==> src/rtl/reg_scoreboard_if.sv <==
// Issue/writeback/status bundle for the register scoreboard.
// Handshake: decode holds issue_valid and its fields steady while stall is
// high; an issue counts as taken on the rising edge where issue_valid=1 and
// stall=0. RegWrite/WRegAdd is a plain one-cycle strobe with no back-pressure.
interface reg_scoreboard_if #(
    parameter int TOT_W = 3
);
    logic             issue_valid;
    logic [4:0]       rs_addr;
    logic [4:0]       rt_addr;
    logic             uses_rs;
    logic             uses_rt;
    logic [4:0]       dst_addr;
    logic             dst_we;
    logic             RegWrite;
    logic [4:0]       WRegAdd;
    logic             stall;
    logic [31:0]      busy_mask;
    logic [TOT_W-1:0] inflight;
    logic             err_underflow;

    // Decode / writeback side.
    modport master (
        output issue_valid, rs_addr, rt_addr, uses_rs, uses_rt,
        output dst_addr, dst_we, RegWrite, WRegAdd,
        input  stall, busy_mask, inflight, err_underflow
    );

    // Scoreboard side.
    modport slave (
        input  issue_valid, rs_addr, rt_addr, uses_rs, uses_rt,
        input  dst_addr, dst_we, RegWrite, WRegAdd,
        output stall, busy_mask, inflight, err_underflow
    );
endinterface

==> src/rtl/reg_scoreboard.sv <==
// Register scoreboard: counts writes in flight per GPR between decode issue
// and writeback, and stalls decode on read-after-write hazards or when a
// destination counter or the total in-flight budget is full.
module reg_scoreboard #(
    parameter int CNT_W     = 2,
    parameter int MAX_TOTAL = 4,
    parameter int TOT_W     = 3,
    parameter bit WB_BYPASS = 1'b0
) (
    input logic             clk,
    input logic             reset,
    reg_scoreboard_if.slave sb
);

    localparam logic [CNT_W-1:0] CNT_MAX = {CNT_W{1'b1}};
    localparam logic [CNT_W-1:0] CNT_ONE = CNT_W'(1);
    localparam logic [TOT_W-1:0] TOT_MAX = TOT_W'(MAX_TOTAL);
    localparam logic [TOT_W-1:0] TOT_ONE = TOT_W'(1);

    logic [CNT_W-1:0] cnt_q [32];
    logic [CNT_W-1:0] cnt_d [32];
    logic [TOT_W-1:0] inflight_q;
    logic [TOT_W-1:0] inflight_d;
    logic             err_q;
    logic             err_d;

    logic [CNT_W-1:0] rs_cnt;
    logic [CNT_W-1:0] rt_cnt;
    logic [CNT_W-1:0] dst_cnt;
    logic [CNT_W-1:0] wb_cnt;

    logic rel_req;     // writeback strobe to a tracked register
    logic rel_ok;      // strobe that really retires a pending write
    logic rs_hit;
    logic rt_hit;
    logic dst_valid;
    logic dst_full;
    logic tot_full;
    logic stall_c;
    logic accept;
    logic [31:0] busy_c;

    assign rs_cnt  = cnt_q[sb.rs_addr];
    assign rt_cnt  = cnt_q[sb.rt_addr];
    assign dst_cnt = cnt_q[sb.dst_addr];
    assign wb_cnt  = cnt_q[sb.WRegAdd];

    assign rel_req = sb.RegWrite && (sb.WRegAdd != 5'd0);
    assign rel_ok  = rel_req && (wb_cnt != '0);

    // Source hazard detection; with bypass, a last pending write retiring
    // this cycle no longer blocks its readers.
    always_comb begin
        rs_hit = 1'b0;
        rt_hit = 1'b0;
        if (sb.uses_rs && (sb.rs_addr != 5'd0) && (rs_cnt != '0)) begin
            rs_hit = 1'b1;
            if (WB_BYPASS && rel_req && (sb.WRegAdd == sb.rs_addr) && (rs_cnt == CNT_ONE)) begin
                rs_hit = 1'b0;
            end
        end
        if (sb.uses_rt && (sb.rt_addr != 5'd0) && (rt_cnt != '0)) begin
            rt_hit = 1'b1;
            if (WB_BYPASS && rel_req && (sb.WRegAdd == sb.rt_addr) && (rt_cnt == CNT_ONE)) begin
                rt_hit = 1'b0;
            end
        end
    end

    // Capacity checks and the resulting stall / accept decision.
    always_comb begin
        dst_valid = sb.dst_we && (sb.dst_addr != 5'd0);
        dst_full  = dst_valid && (dst_cnt == CNT_MAX);
        // A retiring write frees one slot of the global budget this cycle.
        tot_full  = dst_valid && (inflight_q == TOT_MAX) && !rel_ok;
        stall_c   = sb.issue_valid && (rs_hit || rt_hit || dst_full || tot_full);
        accept    = sb.issue_valid && !stall_c && dst_valid;
    end

    // Per-register counter next state; an accept and a retire on the same
    // register cancel out.
    always_comb begin
        for (int i = 0; i < 32; i++) begin
            cnt_d[i] = cnt_q[i];
            if (accept && (sb.dst_addr == 5'(i)) && !(rel_ok && (sb.WRegAdd == 5'(i)))) begin
                cnt_d[i] = cnt_q[i] + CNT_ONE;
            end else if (rel_ok && (sb.WRegAdd == 5'(i)) && !(accept && (sb.dst_addr == 5'(i)))) begin
                cnt_d[i] = cnt_q[i] - CNT_ONE;
            end
        end
        // $0 is hardwired and never tracked.
        cnt_d[0] = '0;
    end

    // Total in-flight count and sticky underflow flag next state.
    always_comb begin
        inflight_d = inflight_q;
        if (accept && !rel_ok) begin
            inflight_d = inflight_q + TOT_ONE;
        end else if (rel_ok && !accept) begin
            inflight_d = inflight_q - TOT_ONE;
        end
        err_d = err_q || (rel_req && (wb_cnt == '0));
    end

    // State registers; reset discards every pending write immediately.
    always_ff @(posedge clk or negedge reset) begin
        if (!reset) begin
            for (int i = 0; i < 32; i++) begin
                cnt_q[i] <= '0;
            end
            inflight_q <= '0;
            err_q      <= 1'b0;
        end else begin
            for (int i = 0; i < 32; i++) begin
                cnt_q[i] <= cnt_d[i];
            end
            inflight_q <= inflight_d;
            err_q      <= err_d;
        end
    end

    // Busy view derived from the registered counters.
    always_comb begin
        busy_c = '0;
        for (int i = 1; i < 32; i++) begin
            busy_c[i] = (cnt_q[i] != '0);
        end
    end

    assign sb.stall         = stall_c;
    assign sb.busy_mask     = busy_c;
    assign sb.inflight      = inflight_q;
    assign sb.err_underflow = err_q;

endmodule

==> src/flat_wrapper.sv <==
// flat-port wrapper written by rule: the top's interface ports become plain ports
module reg_scoreboard_flat 
#(
    parameter int CNT_W     = 2,
    parameter int MAX_TOTAL = 4,
    parameter int TOT_W     = 3,
    parameter bit WB_BYPASS = 1'b0
)
  (clk, reset, sb_issue_valid, sb_rs_addr, sb_rt_addr, sb_uses_rs, sb_uses_rt, sb_dst_addr, sb_dst_we, sb_RegWrite, sb_WRegAdd, sb_stall, sb_busy_mask, sb_inflight, sb_err_underflow);
  reg_scoreboard_if #(.TOT_W(TOT_W)) sb_i ();
  input logic clk;
  input logic reset;
  input wire logic [$bits(sb_i.issue_valid)-1:0] sb_issue_valid;
  input wire logic [$bits(sb_i.rs_addr)-1:0] sb_rs_addr;
  input wire logic [$bits(sb_i.rt_addr)-1:0] sb_rt_addr;
  input wire logic [$bits(sb_i.uses_rs)-1:0] sb_uses_rs;
  input wire logic [$bits(sb_i.uses_rt)-1:0] sb_uses_rt;
  input wire logic [$bits(sb_i.dst_addr)-1:0] sb_dst_addr;
  input wire logic [$bits(sb_i.dst_we)-1:0] sb_dst_we;
  input wire logic [$bits(sb_i.RegWrite)-1:0] sb_RegWrite;
  input wire logic [$bits(sb_i.WRegAdd)-1:0] sb_WRegAdd;
  output wire logic [$bits(sb_i.stall)-1:0] sb_stall;
  output wire logic [$bits(sb_i.busy_mask)-1:0] sb_busy_mask;
  output wire logic [$bits(sb_i.inflight)-1:0] sb_inflight;
  output wire logic [$bits(sb_i.err_underflow)-1:0] sb_err_underflow;
  assign sb_i.issue_valid = sb_issue_valid;
  assign sb_i.rs_addr = sb_rs_addr;
  assign sb_i.rt_addr = sb_rt_addr;
  assign sb_i.uses_rs = sb_uses_rs;
  assign sb_i.uses_rt = sb_uses_rt;
  assign sb_i.dst_addr = sb_dst_addr;
  assign sb_i.dst_we = sb_dst_we;
  assign sb_i.RegWrite = sb_RegWrite;
  assign sb_i.WRegAdd = sb_WRegAdd;
  assign sb_stall = sb_i.stall;
  assign sb_busy_mask = sb_i.busy_mask;
  assign sb_inflight = sb_i.inflight;
  assign sb_err_underflow = sb_i.err_underflow;
  reg_scoreboard #(.CNT_W(CNT_W), .MAX_TOTAL(MAX_TOTAL), .TOT_W(TOT_W), .WB_BYPASS(WB_BYPASS)) u_core (.clk(clk), .reset(reset), .sb(sb_i));
endmodule
==> config.mk <==
export PLATFORM = sky130hd
export DESIGN_NAME = reg_scoreboard_flat
export DESIGN_NICKNAME = d
export VERILOG_FILES = /design/src/rtl/reg_scoreboard_if.sv /design/src/rtl/reg_scoreboard.sv /design/src/flat_wrapper.sv
export SDC_FILE = /design/constraint.sdc
export NUM_CORES = 1
export LEC_CHECK = 0
export CORE_ASPECT_RATIO = 0.6
export CORE_MARGIN = 1
export CORE_UTILIZATION = 59
export DETAILED_ROUTE_END_ITERATION = 8
export DONT_BUFFER_PORTS = 1
export PLACE_DENSITY_LB_ADDON = 0.1
export SLEW_MARGIN = 30
export SYNTH_ARGS = -nofsm -noshare
export SYNTH_HDL_FRONTEND = slang
export SYNTH_SLANG_ARGS = --single-unit
==> constraint.sdc <==
create_clock -name clk -period 2.9 [get_ports clk]
set_clock_uncertainty 0.15 [all_clocks]
set_input_delay 0.58 -clock clk [delete_from_list [all_inputs] [get_ports clk]]
set_output_delay 0.58 -clock clk [all_outputs]
set_load 0.01 [all_outputs]
==> flow_metrics.tcl, run 1 <==
set metrics [dict create \
    synth_seq_area_share_pct 30.16 \
    root_buffer "clkbuf_16" \
    gp_congestion 0.9625 \
    muxShareOfSynthArea_pct 13.66 \
    synthesis.nets 616 \
    failed_stage "global routing (5_1_grt)" \
    synth_compound_area_share_pct 6.557 \
    synthAdderAreaFrac_pct 7.676 \
    synth.distinct_cells 70 \
    numPlacedInstances 795 \
    syn-instance-count 556 \
    numClockSinks 66 \
    grt_max_degree 67 \
    syn_area_um2 5477 \
    synthFlopType "dfrtp_1" \
    post_synth.cell_area_avg_um2 9.850 \
    synth-simple-area-share_pct 20.04 \
    synth_xor_area_share_pct 15.35 \
    cts_made_buffers 9 \
    portBuffers 0 \
    ios 64 \
    ctsLongestPathBuffers 2 \
    async_flop_share_pct 100.0 \
    htreeDepth 3 \
    worst_endpoint_kind "register input" \
    initial_core_util_pct 62.58 \
    synth_top_family_by_area "simple AND/OR/NAND/NOR gates" \
    error "[ERROR DPL-0038] Utilization greater than 100%, impossible to legalize" \
    dp_hpwl_mm 14.02 \
    yosys_warnings 0 \
    outcome "stopped before the end" \
    crit_endpoint "u_core.sb.inflight[1]$_DFFE_PN0P_/D" \
    die_h_um 76.63 \
    ys_ff_latch 66 \
    synth_edf_count 0 \
    die_w_um 126.4 \
    row_count 26 \
]
==> repair_timing <==
item / CTS
gates cloned: 3
pin swaps: 51
buffers inserted: 22
endpoints found under the setup margin: 65
resized for setup: 125
hold endpoints to repair: 66
hold buffers: 2
==> logic make-up after synthesis <==
kind of cell    after synthesis
mux                          38
fa+ha+maj                    33
buf+inv                      71
compound gates               42
xor+xnor                     96
simple gates                209
flops                        66
other cells                   1
==> Yosys cell counts (all sizes together), types with 6 or more instances <==
cell / count / area share [%]
nand4: 17 / 2.1
xnor2: 32 / 5.1
nor4: 28 / 3.4
ha: 32 / 7.3
mux4: 28 / 12
buf: 23 / 3.2
or2: 6 / 0.69
nand2: 36 / 2.5
clkbuf: 8 / 0.55
a31oi: 6 / 0.69
dfrtp: 66 / 30
nor2: 77 / 5.4
xor2: 64 / 10
inv: 40 / 2.7
==> stage by stage <==
stage | util (%) | cell area [µm²] | setup TNS (ns) | setup slack, ns | hold slack [ns]
floorplan | - | 5724 | -2.785 | -0.3746 | 0.1344
global placement | 78.15 | 6839 | -13.05 | -0.5159 | 0.1357
detailed placement | 78.15 | 6839 | -18.08 | -0.5987 | 0.1358
CTS | 92.68 | 8110 | -9.783 | -0.3323 | 0.3424
==> inputs of run 2 (changes only) <==
--- a/config.mk
+++ b/config.mk
@@ -5,12 +5,11 @@
 export SDC_FILE = /design/constraint.sdc
 export NUM_CORES = 1
 export LEC_CHECK = 0
-export CORE_ASPECT_RATIO = 0.6
 export CORE_MARGIN = 1
-export CORE_UTILIZATION = 59
+export CORE_UTILIZATION = 40
 export DETAILED_ROUTE_END_ITERATION = 8
 export DONT_BUFFER_PORTS = 1
-export PLACE_DENSITY_LB_ADDON = 0.1
+export PLACE_DENSITY_LB_ADDON = 0.15
 export SLEW_MARGIN = 30
 export SYNTH_ARGS = -nofsm -noshare
 export SYNTH_HDL_FRONTEND = slang
==> constraint.sdc (replaced) <==
create_clock -name clk -period 3.8 [get_ports clk]
set_clock_uncertainty 0.15 [all_clocks]
set_input_delay 0.76 -clock clk [delete_from_list [all_inputs] [get_ports clk]]
set_output_delay 0.76 -clock clk [all_outputs]
set_load 0.01 [all_outputs]
==> run 2 against run 1 <==
The flow now finishes without violations. Synthesized area unchanged. Synthesized cell count unchanged.
==> flow_metrics.tcl, run 2 <==
set metrics [dict create \
    fin_crit_sh_pct 95.46 \
    synthesis.nets 616 \
    yosysMostFrequentCell "nor2_1" \
    async_flop_share_pct 100.0 \
    yosys_warnings 0 \
    coreArea_um2 13300 \
    numClockSinks 66 \
    finalInstanceArea_um2 5948 \
    grt_use_total_pct 24.09 \
    n_fill_cell 1273 \
    initial_core_util_pct 41.19 \
    setup_viol 0 \
    synth_edf_count 0 \
    mostFrequentLayoutCells "74 x nor2_1, 66 x dfrtp_1, 64 x xor2_1" \
    outcome "finished clean" \
    cp-start-kind "flop" \
    layout.nets 618 \
    largest-register "u_core.cnt_q" \
    syn_to_final_growth_pct 8.613 \
    dp_hpwl_mm 12.51 \
    end_kind "primary output" \
    slew_violations 0 \
    synth.distinct_cells 70 \
    hold_ws_ns 0.1435 \
    avgRoutedWirePerCell_um 21.88 \
    drive_gt1_share_pct 16.90 \
    drc_errors 0 \
    fmax_mhz 275.7 \
    die_w_um 119.0 \
    drt_iter0_drc 355 \
    row_count 42 \
    min_period_ns 3.627 \
    worstHoldPathType "input port to async pin" \
    dieArea_um2 14160 \
    syn_area_um2 5477 \
    path_class "flop to primary output" \
    yosys.area.top_type "dfrtp_1" \
    synth_seq_area_share_pct 30.16 \
    drtPass1Iterations 5 \
    root_buffer "clkbuf_16" \
    tns_ns 0 \
    grt_max_degree 67 \
    viasPerCell 5.818 \
    worstPathMaxFanout 5 \
    ios 64 \
    ir_drop_mv 0.2832 \
    rsz0062_at_grt "false" \
    worstMarginPinSlew_ns 0.5780 \
    overflow 0 \
    clk_latency_ns 0.35 \
    diodes 0 \
    postCtsResizedCells 0 \
    antenna_found_initial 0 \
    die_h_um 119.0 \
    synthTopCellsByCount "74 x nor2_1, 66 x dfrtp_1, 64 x xor2_1" \
    gp_congestion 0.8801 \
    grt_pass1_vias 4277 \
    vias 4294 \
    totalPowerFinal_w 0.004206 \
    ys_ff_latch 66 \
    cts_tree "yes" \
    hold_viol_final 0 \
    final_antenna_net_count 0 \
    mostFrequentLayoutCell "nor2_1" \
    yosys-top-cells-area "dfrtp_1 30%, mux4_2 11%, xor2_1 10%, ha_1 7.3%, xnor2_1 5.1%" \
    synthFlopType "dfrtp_1" \
    largest_reg_flops 62 \
    p_leak_nw 2.628 \
    p_per_area_nw_per_um2 707.2 \
    slew_headroom_pct 61.47 \
    syn-instance-count 556 \
    synth_top_area_share_pct 30.16 \
    grt_pass1_wl_mm 25.43 \
    placed_cell_area_um2 5649 \
    path_clk_slew_ns 0.05 \
    routed_wl_mm 16.15 \
    required_ns 2.89 \
    post_synth.cell_area_avg_um2 9.850 \
    cts_made_buffers 9 \
    drv_cap 0 \
    ctsLongestPathBuffers 2 \
    portBuffers 0 \
    arrival_ns 2.72 \
    htreeDepth 3 \
]
run 2: cell counts after synthesis:
No cell type changed its count.
run 2: where the power goes:
part           internal [W]  switching, W  leakage (nW)  total (W)
Sequential          0.00105      0.000453         0.819    0.00150
Combinational      0.000849       0.00107          1.67    0.00192
Clock              0.000470      0.000315         0.138   0.000785
Total               0.00236       0.00184          2.63    0.00421
run 2: through the flow:
step                worst slack, ns  cells  utilization (%)
detailed placement           0.2679    722            42.49
CTS                          0.1988    738            44.74
global placement             0.2456    722            42.49
global route                0.03791    738            44.74
finish                       0.1726    738            44.74
floorplan                    0.2036    556                -
run 2: layout make-up:
cell class / instances / area, µm² / area share (%)
multi-input combinational: 419 / 3470 / 58.33
sequential: 66 / 1652 / 27.77
clock buffer: 12 / 256.5 / 4.312
tap: 176 / 220.2 / 3.702
timing repair buffer: 22 / 185.2 / 3.113
inverter: 40 / 150.1 / 2.524
clock inverter: 3 / 15.01 / 0.2524
run 2: logic make-up after synthesis:
logic type	share of synthesized area, %
buffers and inverters	6.489
xor gates and xnor gates	15.35
AOI/OAI and AO/OA	6.558
other	0.06847
and+or+nand+nor	20.04
DFF	30.16
adders and majority gates	7.676
muxes	13.66
run 2: final timing paths:
check / to / slack, ns / depth (start not counted) / start
max: sb_stall / 0.17 / 6 / u_core.cnt_q[8]
min in group clk: u_core.cnt_q[43] / 0.34 / 1 / u_core.cnt_q[43]
max in group asynchronous: u_core.cnt_q[5] / 3.05 / 1 / reset
min: u_core.cnt_q[58] / 0.14 / 1 / reset
min reg2reg: u_core.cnt_q[43] / 0.34 / 1 / u_core.cnt_q[43]
max reg2reg: u_core.cnt_q[15] / 0.32 / 10 / u_core.cnt_q[8]
run 2: routing by layer:
layer | vias up | routed length [µm] | GRT usage [%]
li1 | 1966 | - | -
met1 | 2161 | 7468 | 33.66
met2 | 149 | 7326 | 36.92
met3 | 18 | 1119 | 5.316
met4 | 0 | 230 | 7.595
met5 | - | 0 | 0
run 2: worst max-delay path, cell delays in order, from the launching register on:
cell       delay, ns
dfrtp_1         0.43
nor2_1          0.32
mux4_2          0.31
mux2_2          0.14
a2bb2oi_1       0.41
o211ai_2        0.27
a221o_1         0.48
run 2: timing repair:
item	in CTS	in global routing
hold endpoints to repair	66	0
setup endpoints to repair	0	0
hold buffers	1	0
setup buffers	0	0
Note: power is estimated with default switching activity, not from simulation.
